$ cat config.mk
export PLATFORM = sky130hd
export DESIGN_NAME = sol32_mem_arbiter
export DESIGN_NICKNAME = d
export VERILOG_FILES = /design/src/rtl/sol32_mem_arbiter.sv
export SDC_FILE = /design/constraint.sdc
export NUM_CORES = 1
export LEC_CHECK = 0
export BUFFER_PORTS_ARGS = -buffer_cell sky130_fd_sc_hd__buf_2
export CORE_UTILIZATION = 40
export DETAILED_ROUTE_END_ITERATION = 16
export PLACE_DENSITY = 0.73
export SLEW_MARGIN = 20
export SYNTH_ARGS = -nofsm -noshare
export SYNTH_HDL_FRONTEND = slang
export SYNTH_SLANG_ARGS = --single-unit
$ cat constraint.sdc
create_clock -name Clock -period 5.31 [get_ports Clock]
set_clock_uncertainty 0.15 [all_clocks]
set_input_delay 0.531 -clock Clock [delete_from_list [all_inputs] [get_ports Clock]]
set_output_delay 0.531 -clock Clock [all_outputs]
set_load 0.02 [all_outputs]
$ cat src/rtl/sol32_mem_arbiter.sv
`default_nettype none
// ----------------------------------------------------------------------------
// sol32_mem_arbiter - round-robin fetch/data arbiter for one memory bus
// Rev 1.0
// ----------------------------------------------------------------------------
module sol32_mem_arbiter #(
    parameter int TIMEOUT = 255
) (
    input  logic        Clock,
    input  logic        Reset,
    input  logic        FetchRequest,
    input  logic [31:0] FetchAddress,
    output logic [31:0] FetchData,
    output logic        FetchDone,
    input  logic        ReadEnable,
    input  logic        WriteEnable,
    input  logic [1:0]  DataWidth,
    input  logic [31:0] MemoryAddress,
    input  logic [31:0] DataOut,
    output logic [31:0] DataIn,
    output logic        DataDone,
    output logic        BusError,
    output logic        MemRequest,
    output logic        MemWrite,
    output logic [3:0]  MemByteEnable,
    output logic [31:0] MemAddress,
    output logic [31:0] MemWriteData,
    input  logic [31:0] MemReadData,
    input  logic        MemAck
);

    localparam logic [1:0] S_IDLE  = 2'd0;
    localparam logic [1:0] S_FETCH = 2'd1;
    localparam logic [1:0] S_DATA  = 2'd2;
    localparam logic [7:0] LAST_WAIT = 8'(TIMEOUT - 1);

    logic [1:0]  state;
    logic        last_data;
    logic [31:0] lat_addr;
    logic [31:0] lat_wdata;
    logic [1:0]  lat_width;
    logic        lat_write;
    logic [7:0]  wait_cnt;

    logic        fetch_pend;
    logic        data_pend;
    logic        grant_data;
    logic        grant_fetch;
    logic        misaligned;
    logic        busy;
    logic [3:0]  lane_en;
    logic [31:0] lane_data;
    logic [31:0] rd_shifted;
    logic [31:0] load_value;

    // A requester whose Done is high this cycle is still holding its
    // request from the finished transaction and must not be re-granted.
    always_comb begin
        fetch_pend  = FetchRequest & ~FetchDone;
        data_pend   = (ReadEnable | WriteEnable) & ~DataDone;
        grant_data  = data_pend & (~fetch_pend | ~last_data);
        grant_fetch = fetch_pend & ~grant_data;
        misaligned  = 1'b0;
        if (DataWidth == 2'b01) begin
            misaligned = MemoryAddress[0];
        end else if (DataWidth[1]) begin
            misaligned = (MemoryAddress[1:0] != 2'b00);
        end
    end

    always_comb begin
        lane_en   = 4'b1111;
        lane_data = lat_wdata;
        if (state == S_DATA) begin
            case (lat_width)
                2'b00: begin
                    lane_en   = 4'b0001 << lat_addr[1:0];
                    lane_data = {4{lat_wdata[7:0]}};
                end
                2'b01: begin
                    lane_en   = 4'b0011 << lat_addr[1:0];
                    lane_data = {2{lat_wdata[15:0]}};
                end
                default: ;
            endcase
        end
    end

    always_comb begin
        rd_shifted = MemReadData >> {lat_addr[1:0], 3'b000};
        case (lat_width)
            2'b00:   load_value = {24'd0, rd_shifted[7:0]};
            2'b01:   load_value = {16'd0, rd_shifted[15:0]};
            default: load_value = MemReadData;
        endcase
        if (lat_write) begin
            load_value = 32'd0;
        end
    end

    assign busy          = (state != S_IDLE);
    assign MemRequest    = busy;
    assign MemWrite      = busy & lat_write;
    assign MemByteEnable = busy ? lane_en : 4'b0000;
    assign MemAddress    = busy ? {lat_addr[31:2], 2'b00} : 32'd0;
    assign MemWriteData  = busy ? lane_data : 32'd0;

    always_ff @(posedge Clock) begin
        if (Reset) begin
            state     <= S_IDLE;
            last_data <= 1'b0;
            lat_addr  <= 32'd0;
            lat_wdata <= 32'd0;
            lat_width <= 2'b00;
            lat_write <= 1'b0;
            wait_cnt  <= 8'd0;
            FetchData <= 32'd0;
            FetchDone <= 1'b0;
            DataIn    <= 32'd0;
            DataDone  <= 1'b0;
            BusError  <= 1'b0;
        end else begin
            FetchDone <= 1'b0;
            DataDone  <= 1'b0;
            BusError  <= 1'b0;
            case (state)
                S_IDLE: begin
                    if (grant_data) begin
                        last_data <= 1'b1;
                        if (misaligned) begin
                            DataDone <= 1'b1;
                            BusError <= 1'b1;
                            DataIn   <= 32'd0;
                        end else begin
                            state     <= S_DATA;
                            lat_addr  <= MemoryAddress;
                            lat_width <= DataWidth;
                            lat_write <= WriteEnable;
                            lat_wdata <= DataOut;
                            wait_cnt  <= 8'd0;
                        end
                    end else if (grant_fetch) begin
                        last_data <= 1'b0;
                        state     <= S_FETCH;
                        lat_addr  <= FetchAddress;
                        lat_width <= 2'b10;
                        lat_write <= 1'b0;
                        lat_wdata <= 32'd0;
                        wait_cnt  <= 8'd0;
                    end
                end
                S_FETCH, S_DATA: begin
                    // An acknowledge in the last allowed cycle still wins over the abort.
                    if (MemAck) begin
                        state <= S_IDLE;
                        if (state == S_FETCH) begin
                            FetchDone <= 1'b1;
                            FetchData <= MemReadData;
                        end else begin
                            DataDone <= 1'b1;
                            DataIn   <= load_value;
                        end
                    end else if (wait_cnt == LAST_WAIT) begin
                        state    <= S_IDLE;
                        BusError <= 1'b1;
                        if (state == S_FETCH) begin
                            FetchDone <= 1'b1;
                            FetchData <= 32'd0;
                        end else begin
                            DataDone <= 1'b1;
                            DataIn   <= 32'd0;
                        end
                    end else begin
                        wait_cnt <= wait_cnt + 8'd1;
                    end
                end
                default: state <= S_IDLE;
            endcase
        end
    end

endmodule
`default_nettype wire

==> flow_summary.json, run 1 <==
{
  "slew_viol_final": 0,
  "cts-resized-gates": 0,
  "hold_buffers": 0,
  "hold_viol_final": 0,
  "io_pins": 273,
  "drt_iter0_markers": 549,
  "synthFlopType": "dfxtp_1",
  "grt_pass1_vias": 6413,
  "path_clk_slew_ps": 60,
  "setup_viol": 0,
  "crit_required_ps": 5500,
  "power_w": 0.00466,
  "critPathKind": "reg2reg",
  "crit_family": "compound AO/OA/AOI/OAI gates",
  "yosys_warnings": 0,
  "syn_area_per_cell_um2": 7.99,
  "path_cells": "inv_1, ha_2, nand2b_1, a41oi_1, a2111o_1, nor2b_2, o2bb2ai_1",
  "fin_tns_setup_ps": 0,
  "synth-seq-cells": 145,
  "fp.dieH_um": 134,
  "grt_antenna_before_repair": 1,
  "die-area_um2": 17900,
  "port_buffers": 270,
  "core_um2": 16800,
  "critPathBufInv": 1,
  "fmax_ghz": 0.279,
  "ant_nets": 0,
  "start_kind": "flip-flop",
  "cap_violations": 0,
  "post-synth-top-area-cell": "dfxtp_1",
  "grt_max_degree": 76,
  "routed_wl_um": 22200,
  "min_path_type": "in2reg",
  "post_cts_buffers": 0,
  "drt-pass1-iter-count": 5,
  "clk_latency_ps": 420,
  "cts_root_buffer": "clkbuf_16",
  "netlist_area_um2": 6930,
  "cp-end-kind": "flip-flop",
  "final_core_util_pct": 52.9,
  "overflow": 0,
  "rrSetupSlack_ps": 1730,
  "synth_seq_area_share_pct": 41.9,
  "viasPerCell": 5.48,
  "cp_slowest_cell": "ha_2",
  "cts_tree": "done",
  "crit_fanout": 41,
  "grt_pass1_wl_um": 34300,
  "clock-sinks": 145,
  "power.leakage_nw": 3.75,
  "via_count": 7201,
  "synth_edf_count": 0,
  "final.min_clock_period_ps": 3580,
  "multi_input_area_um2": 3710,
  "slowest_delay_ps": 810,
  "reg2reg_depth": 7,
  "drive_above_1_share_pct": 28.9,
  "worstReg2RegEnd": "DataIn[7]$_SDFFE_PP0P_",
  "hold_depth": 3,
  "num_rows": 47,
  "async_flop_share_pct": 0,
  "worstMarginPinSlew_ps": 1020,
  "outcome": "finished, final reports clean",
  "clock_path_buffers": 2,
  "power_density_nw_per_um2": 526,
  "maxSlewHeadroom_pct": 32.1,
  "r2r-start": "state[0]$_SDFFE_PP0P_",
  "yosysUniqueCellTypes": 47,
  "min-delay-start": "DataOut[20]",
  "gp_congestion": 0.850,
  "synth.area.top_cells": "dfxtp_1, a21oi_1, mux2i_1",
  "vdd_drop_max_mv": 0.271,
  "cp.arrival_ps": 3770,
  "syn_to_final_growth_pct": 28.0,
  "fin_cells": 1315,
  "cts_buffers": 17,
  "fill_cells": 1610,
  "grtUsageTotal_pct": 24.5,
  "regArea_um2": 2900,
  "h-tree-depth": 4,
  "wire_per_inst_um": 16.9,
  "fin_crit_sh_pct": 67.5,
  "synth_top_area_share_pct": 41.9,
  "initial_utilization_pct": 41.3,
  "hpwl_um": 15500,
  "rsz0062_at_grt": "false",
  "syn_inst": 867,
  "final_nets": 1225,
  "route.detailed.drc": 0,
  "dp_cells": 1283,
  "die_w_um": 134,
  "holdPathEnd": "lat_wdata[20]$_SDFFE_PP0P_"
}
==> cell usage in the layout (no fill, tap or decap), types with 2 or more instances in the layout <==
cell,Yosys,final
ha_1,7,6
inv_1,6,6
clkinvlp_4,0,2
buf_4,2,9
a311oi_1,3,3
a211oi_1,42,42
conb_1,1,2
nand4_1,34,34
nor2b_1,46,44
clkbuf_16,0,17
nand3b_1,17,17
and4_1,2,2
buf_2,1,269
o2bb2ai_1,16,16
dfxtp_1,145,145
o21ai_1,2,2
clkbuf_1,75,2
nor2_1,68,68
nand2_1,113,113
a21oi_1,109,107
nand2b_1,5,5
and2_1,2,2
o22ai_1,8,8
a22oi_1,8,8
clkbuf_8,0,2
a31oi_1,4,4
or3_1,3,3
o21ai_0,32,32
o21bai_1,2,2
mux2i_1,49,49
or2_2,2,2
nand3_1,39,39
nor3_1,3,3
clkinv_2,0,6
a21oi_4,0,2
==> flip-flops by register name, summed over array words and instances (netlist names) <==
register	cells
FetchDone	1
DataIn	32
FetchData	32
lat_addr	32
wait_cnt	8
lat_wdata	32
state	2
last_data	1
DataDone	1
lat_width	2
BusError	1
lat_write	1
==> worst reg2reg max path: stages, from the launching register on <==
cell	delay, ps
dfxtp_1	410
inv_1	90
ha_2	810
nand2b_1	170
a41oi_1	260
a2111o_1	720
nor2b_2	720
o2bb2ai_1	190
==> cell families after synthesis <==
group                      synth area share [%]
adders and majority gates                  1.26
and+or+nand+nor                            24.0
DFF                                        41.9
other                                    0.0541
buffers and inverters                      5.11
xor gates and xnor gates                  0.126
muxes                                      7.08
AOI/OAI and AO/OA                          20.5
==> per-stage QoR <==
stage               area (um^2)  hold WS [ps]  setup slack (ps)
floorplan                  6930           282              2880
global placement           8340           285              1620
detailed placement         8340           290              1510
CTS                        8860           195              1480
global route               8870           212              1450
finish                     8870           212              1730
==> synth_stat cells, types with 2 or more instances <==
| master | number |
|---|---|
| nand2_1 | 113 |
| nor3_1 | 3 |
| a22oi_1 | 8 |
| inv_1 | 6 |
| or2_2 | 2 |
| nor2_1 | 68 |
| and4_1 | 2 |
| nor2b_1 | 46 |
| mux2i_1 | 49 |
| nand3b_1 | 17 |
| or3_1 | 3 |
| o2bb2ai_1 | 16 |
| nand2b_1 | 5 |
| a31oi_1 | 4 |
| a311oi_1 | 3 |
| a21oi_1 | 109 |
| a211oi_1 | 42 |
| o21ai_1 | 2 |
| o21bai_1 | 2 |
| dfxtp_1 | 145 |
| and2_1 | 2 |
| nand4_1 | 34 |
| clkbuf_1 | 75 |
| buf_4 | 2 |
| o21ai_0 | 32 |
| ha_1 | 7 |
| nand3_1 | 39 |
| o22ai_1 | 8 |
| buf_1 | 5 |
==> layout make-up <==
| cell class | count | share of cell area [%] |
|---|---|---|
| tap | 220 | 3.10 |
| multi-input combinational | 633 | 41.8 |
| antenna | 1 | 0.0282 |
| clock inverter | 10 | 0.705 |
| clock buffer | 21 | 5.19 |
| sequential | 145 | 32.7 |
| timing repair buffer | 279 | 16.2 |
| inverter | 6 | 0.254 |
==> per-layer routing <==
metal  global-route usage, %  wire length, um
met4                    9.03              534
met1                    32.4             9490
met3                    5.59             2010
met5                       0                0
met2                    38.9            10100
==> power breakdown <==
group          internal, W  switching, W
combinational     0.000695       0.00136
clock             0.000616      0.000463
sequential         0.00132      0.000208
==> how the worst max path moves through the flow <==
stage	startpoint	to	slack (ps)	cells past startpoint
finish	state[0]$_SDFFE_PP0P_	DataIn[7]$_SDFFE_PP0P_	1730	7
global route	state[0]$_SDFFE_PP0P_	DataIn[6]$_SDFFE_PP0P_	1450	7
CTS	state[0]$_SDFFE_PP0P_	DataIn[7]$_SDFFE_PP0P_	1480	7
detailed placement	state[0]$_SDFFE_PP0P_	DataIn[7]$_SDFFE_PP0P_	1510	7
global placement	state[0]$_SDFFE_PP0P_	DataIn[11]$_SDFFE_PP0P_	1620	7
floorplan	WriteEnable	DataIn[10]$_SDFFE_PP0P_	2880	7
No activity file was read; power rests on OpenSTA's default activity.
==> inputs of run 2 (changes only) <==
==> constraint.sdc (replaced) <==
create_clock -name Clock -period 3.5 [get_ports Clock]
set_clock_uncertainty 0.15 [all_clocks]
set_input_delay 0.35 -clock Clock [delete_from_list [all_inputs] [get_ports Clock]]
set_output_delay 0.35 -clock Clock [all_outputs]
set_load 0.02 [all_outputs]
==> run 2 against run 1 <==
Critical path depth is 2 lower. Combinational power increased by 54%. Count of clock-buffer cells in the layout grew 1. Die area unchanged. Register-to-register slack worse by 970 ps. Design area increased by 1.6%. Sequential power rose by 50%. First-iteration DRC count decreased by 20%. Critical path type is now reg2out. Highest routed layer unchanged.
==> flow_summary.json, run 2 (synthesized netlist as in run 1, its figures left out) <==
{
  "regArea_um2": 2900,
  "cts_root_buffer": "clkbuf_16",
  "fp.dieH_um": 134,
  "fill_cells": 1605,
  "pwr-share-seq_pct": 31.0,
  "slew_viol_final": 0,
  "path_cells": "nand2b_1, nor2_1, nand2_1, a21oi_1, buf_2",
  "overflow": 0,
  "final_cell_mix": "buf_2, dfxtp_1, nand2_1",
  "r2r-start": "state[0]$_SDFFE_PP0P_",
  "setup_viol": 0,
  "clock-sinks": 145,
  "rsz0062_at_grt": "false",
  "slowest_delay_ps": 530,
  "final_core_util_pct": 53.8,
  "clk_latency_ps": 420,
  "outcome": "finished, final reports clean",
  "worstMarginPinSlew_ps": 836,
  "power_density_nw_per_um2": 819,
  "cp-end-kind": "primary output",
  "crit_start": "lat_width[1]$_SDFFE_PP0P_",
  "cts_tree": "done",
  "syn_to_final_growth_pct": 30.1,
  "gr-usage-met2_pct": 40.0,
  "place_area_um2": 8390,
  "fin_tns_setup_ps": 0,
  "power_w": 0.00737,
  "crit_family": "simple AND/OR/NAND/NOR gates",
  "clock_path_buffers": 2,
  "cp.depth": 5,
  "viasPerCell": 5.42,
  "gp_congestion": 0.880,
  "cp.arrival_ps": 2410,
  "critPathBufInv": 1,
  "final_common_cell": "buf_2",
  "die_w_um": 134,
  "core_um2": 16800,
  "grt_pass1_vias": 6454,
  "hold_buffers": 0,
  "wire_per_inst_um": 16.7,
  "swShare_pct": 41.5,
  "internal_power_w": 0.00431,
  "cp_slowest_cell": "nand2b_1",
  "worstReg2RegEnd": "wait_cnt[5]$_SDFFE_PP0P_",
  "top_usage_layer": "met2",
  "drt_iter0_markers": 438,
  "post_cts_buffers": 0,
  "path_clk_slew_ps": 60,
  "die-area_um2": 17900,
  "maxSlewHeadroom_pct": 44.3,
  "crit_fanout": 18,
  "ant_nets": 0,
  "grtUsageTotal_pct": 24.3,
  "crit_required_ps": 3000,
  "cap_violations": 0,
  "via_count": 7163,
  "min_path_type": "in2reg",
  "grt_pass1_wl_um": 34100,
  "fin_cells": 1321,
  "fin_crit_sh_pct": 83.1,
  "cts-resized-gates": 0,
  "h-tree-depth": 4,
  "vdd_drop_max_mv": 0.483,
  "port_buffers": 270,
  "fmax_ghz": 0.344,
  "reg2reg_depth": 7,
  "final_nets": 1232,
  "antenna_cells": 0,
  "critPathKind": "reg2out",
  "route.detailed.drc": 0,
  "cts_buffers": 17,
  "rrSetupSlack_ps": 760,
  "dp_cells": 1290,
  "drive_above_1_share_pct": 29.2,
  "endpoint": "MemWriteData[9]",
  "final.min_clock_period_ps": 2910,
  "pwr-share-clk_pct": 26.2,
  "comb_power_share_pct": 42.8,
  "drt-pass1-iter-count": 5,
  "power.leakage_nw": 3.82,
  "initial_utilization_pct": 41.3,
  "io_pins": 273,
  "grtUsageMet3_pct": 5.67,
  "hpwl_um": 15600,
  "grt_antenna_before_repair": 0,
  "multi_input_area_um2": 3700,
  "switchingPower_w": 0.00306,
  "use_met1_pct": 31.0,
  "hold_viol_final": 0,
  "num_rows": 47,
  "grt_max_degree": 77,
  "start_kind": "flip-flop",
  "routed_wl_um": 22000,
  "design_area_um2": 9010
}
-- run 2: how the worst min path moves through the flow --
stage / start / endpoint / slack (ps) / cells past startpoint
final: DataOut[17] / lat_wdata[17]$_SDFFE_PP0P_ / 20 / 3
after global routing: DataOut[11] / lat_wdata[11]$_SDFFE_PP0P_ / 30 / 3
after CTS: DataOut[17] / lat_wdata[17]$_SDFFE_PP0P_ / 10 / 3
after detailed placement: FetchData[18]$_SDFFE_PP0P_ / FetchData[18]$_SDFFE_PP0P_ / 290 / 2
after global placement: FetchData[12]$_SDFFE_PP0P_ / FetchData[12]$_SDFFE_PP0P_ / 290 / 2
after floorplan: lat_wdata[16]$_SDFFE_PP0P_ / lat_wdata[16]$_SDFFE_PP0P_ / 280 / 2
-- run 2: cell type report --
cell class / count / share of cell area (%)
Multi-Input combinational cell: 633 / 41.1
Timing Repair Buffer: 286 / 16.5
Clock inverter: 9 / 1.74
Clock buffer: 22 / 5.15
Tap cell: 220 / 3.06
Inverter: 6 / 0.250
Sequential cell: 145 / 32.2
-- run 2: worst reg2reg max path, cell delays in order, from the launching register on --
cell	delay, ps
dfxtp_1	400
inv_1	90
ha_2	340
buf_4	260
a22o_1	320
a311o_1	450
or4_1	500
a21oi_1	160
-- run 2: per-stage QoR --
stage | hold WS [ps] | setup WS, ps
floorplan | 282 | 1100
global route | 30.5 | 369
global placement | 286 | 843
finish | 23.0 | 593
detailed placement | 292 | 777
CTS | 9.53 | 597
-- run 2: power by group through the flow --
| stage | sequential, W | combinational [W] | clock, W |
|---|---|---|---|
| floorplan | 0.00226 | 0.00231 | 0 |
| global placement | 0.00231 | 0.00311 | 0 |
| detailed placement | 0.00232 | 0.00313 | 0 |
| CTS | 0.00229 | 0.00315 | 0.00195 |
| global route | 0.00234 | 0.00345 | 0.00201 |
| finish | 0.00229 | 0.00316 | 0.00193 |
-- run 2: layer usage --
metal | up-vias | wire (um) | part of all wire [%]
met3 | 31 | 1790 | 8.1
met1 | 3285 | 9410 | 43
met5 | - | 0 | 0
li1 | 3515 | - | -
met2 | 332 | 10300 | 47
met4 | 0 | 481 | 2.2
==> inputs of run 3 (changes only) <==
--- a/config.mk
+++ b/config.mk
@@ -5,10 +5,11 @@
 export SDC_FILE = /design/constraint.sdc
 export NUM_CORES = 1
 export LEC_CHECK = 0
+export ABC_AREA = 1
 export BUFFER_PORTS_ARGS = -buffer_cell sky130_fd_sc_hd__buf_2
 export CORE_UTILIZATION = 40
 export DETAILED_ROUTE_END_ITERATION = 16
-export PLACE_DENSITY = 0.73
+export PLACE_DENSITY = 0.72
 export SLEW_MARGIN = 20
 export SYNTH_ARGS = -nofsm -noshare
 export SYNTH_HDL_FRONTEND = slang
==> constraint.sdc (replaced) <==
create_clock -name Clock -period 2.8 [get_ports Clock]
set_clock_uncertainty 0.15 [all_clocks]
set_input_delay 0.28 -clock Clock [delete_from_list [all_inputs] [get_ports Clock]]
set_output_delay 0.28 -clock Clock [all_outputs]
set_load 0.02 [all_outputs]
==> run 3 against run 2 <==
Die area increased by 5.7%. Worst setup slack got worse by 390 ps. Critical path type unchanged. Flip-flop and latch count unchanged. Non-clock buffer count increased by 15. Critical path depth increased by 3.
==> flow_summary.json, run 3 <==
{
  "vdd_drop_max_mv": 0.653,
  "crit_fanout": 10,
  "fmax_ghz": 0.385,
  "hold_viol_final": 0,
  "num_rows": 49,
  "min-delay-start": "MemReadData[12]",
  "fin_crit_sh_pct": 92.8,
  "h-tree-depth": 4,
  "rrSetupSlack_ps": 460,
  "final.min_clock_period_ps": 2600,
  "overflow": 0,
  "path_clk_slew_ps": 60,
  "grt_pass1_wl_um": 35600,
  "synth_edf_count": 0,
  "maxSlewHeadroom_pct": 41.6,
  "syn_area_per_cell_um2": 6.47,
  "fill_cells": 1805,
  "synthFlopType": "dfxtp_1",
  "cts_tree": "done",
  "cp.arrival_ps": 2170,
  "initial_utilization_pct": 40.8,
  "worstReg2RegEnd": "DataIn[11]$_SDFFE_PP0P_",
  "multi_input_area_um2": 3750,
  "io_pins": 273,
  "viasPerCell": 4.95,
  "post-synth-top-area-cell": "dfxtp_1",
  "netlist_area_um2": 7330,
  "grt_max_degree": 80,
  "crit_required_ps": 2370,
  "route.detailed.drc": 0,
  "post_cts_buffers": 0,
  "slew_viol_final": 0,
  "clock-sinks": 145,
  "via_count": 8051,
  "die-area_um2": 18900,
  "yosys_warnings": 0,
  "dp_cells": 1575,
  "gp_congestion": 0.906,
  "hpwl_um": 16600,
  "wire_per_inst_um": 14.3,
  "yosysUniqueCellTypes": 32,
  "cap_violations": 0,
  "fp.dieH_um": 137,
  "critPathKind": "reg2out",
  "reg2reg_depth": 10,
  "async_flop_share_pct": 0,
  "synth_top_area_share_pct": 39.6,
  "synth_common_cells": "nand2_1, dfxtp_1, nor2_1",
  "power_density_nw_per_um2": 1030,
  "final_nets": 1522,
  "routed_wl_um": 23300,
  "grt_antenna_before_repair": 5,
  "power.leakage_nw": 4.66,
  "grtUsageTotal_pct": 24.3,
  "grt_pass1_vias": 7202,
  "clock_path_buffers": 2,
  "final_core_util_pct": 52.8,
  "final_common_cell": "nand2_1",
  "yosysMostFrequentCell": "nand2_1",
  "hold_depth": 3,
  "die_w_um": 137,
  "drt_iter0_markers": 647,
  "start_kind": "flip-flop",
  "setup_viol": 0,
  "cts_buffers": 17,
  "outcome": "finished, final reports clean",
  "final_cell_mix": "nand2_1, buf_2, dfxtp_1",
  "cp-end-kind": "primary output",
  "pre_cts_slack_ps": 507,
  "regArea_um2": 2900,
  "ant_nets": 0,
  "holdWs_ps": 18.8,
  "syn_to_final_growth_pct": 29.4,
  "r2r-start": "state[0]$_SDFFE_PP0P_",
  "holdPathEnd": "FetchData[12]$_SDFFE_PP0P_",
  "port_buffers": 270,
  "synth.area.top_cells": "dfxtp_1, nand2_1, a21oi_1",
  "fin_cells": 1627,
  "synth-seq-cells": 145,
  "core_um2": 18000,
  "min_path_type": "in2reg",
  "worstMarginPinSlew_ps": 876,
  "drive_above_1_share_pct": 25.2,
  "syn_inst": 1133,
  "cts_root_buffer": "clkbuf_16",
  "clk_latency_ps": 420,
  "drt-pass1-iter-count": 6,
  "synth_seq_area_share_pct": 39.6,
  "setup_ws_ps": 202
}
-- run 3: kinds of logic (layout without fill, tap and decap cells) --
family / after synthesis / in the layout / synth area share [%]
other cells: 1 / 9 / 0.0512
fa+ha+maj: 7 / 7 / 1.20
compound gates: 234 / 234 / 16.2
xor+xnor: 2 / 2 / 0.239
buf+inv: 150 / 407 / 9.46
flops: 145 / 145 / 39.6
simple gates: 594 / 594 / 33.3
-- run 3: stage by stage --
stage | power [W] | TNS [ps] | instance area [um^2]
4_1_cts | 0.00975 | 0 | 9460
3_3_place_gp | 0.00734 | 0 | 8710
5_1_grt | 0.0104 | -2.75 | 9470
3_5_place_dp | 0.00739 | 0 | 8710
6_report | 0.00973 | 0 | 9480
2_1_floorplan | 0.00623 | 0 | 7330
-- run 3: worst max-delay path, cell delays in order, from the launching register on --
cell and delay, ps:
dfxtp_1 380, inv_1 100, ha_1 250, nand2_4 150, inv_1 90, nand2_2 200
o21ai_0 140, a211oi_1 210, buf_2 220
-- run 3: metal layers --
layer	track usage [%]	vias to the layer above	wire length (um)
li1	-	4113	-
met1	30.2	3574	10200
met2	39.6	306	10800
met3	5.04	58	1540
met4	12.6	0	823
met5	0	-	0
-- run 3: power breakdown --
part           leakage (nW)  switching [W]  total, W  internal [W]
registers              1.19       0.000311   0.00292       0.00261
logic                  3.19        0.00314   0.00447       0.00134
clock network         0.290       0.000901   0.00233       0.00143
total                  4.66        0.00435   0.00973       0.00538
-- run 3: cell type report --
class                      count  share of cell area (%)
multi-input combinational    839                    39.5
antenna                        7                   0.185
timing repair buffer         301                    17.3
clock inverter                12                    1.68
clock buffer                  19                    4.67
tap                          229                    3.02
inverter                      75                    2.97
sequential                   145                    30.6
-- run 3: worst max-delay path by stage --
| stage | start | endpoint | slack [ps] | cells after the start |
|---|---|---|---|---|
| finish | state[0]$_SDFFE_PP0P_ | MemWriteData[31] | 200 | 8 |
| detailed placement | state[0]$_SDFFE_PP0P_ | MemWriteData[30] | 510 | 7 |
| CTS | state[0]$_SDFFE_PP0P_ | MemWriteData[30] | 60 | 7 |
| floorplan | state[0]$_SDFFE_PP0P_ | MemWriteData[18] | 690 | 6 |
| global placement | state[0]$_SDFFE_PP0P_ | MemWriteData[30] | 530 | 7 |
| global route | state[0]$_SDFFE_PP0P_ | MemWriteData[31] | -3 | 8 |
-- run 3: timing repair --
| item | in CTS | in global routing |
|---|---|---|
| hold endpoints to repair | 14 | 0 |
| gates resized for setup | 0 | 2 |
| hold buffers | 14 | 0 |
| setup endpoints to repair | 0 | 8 |
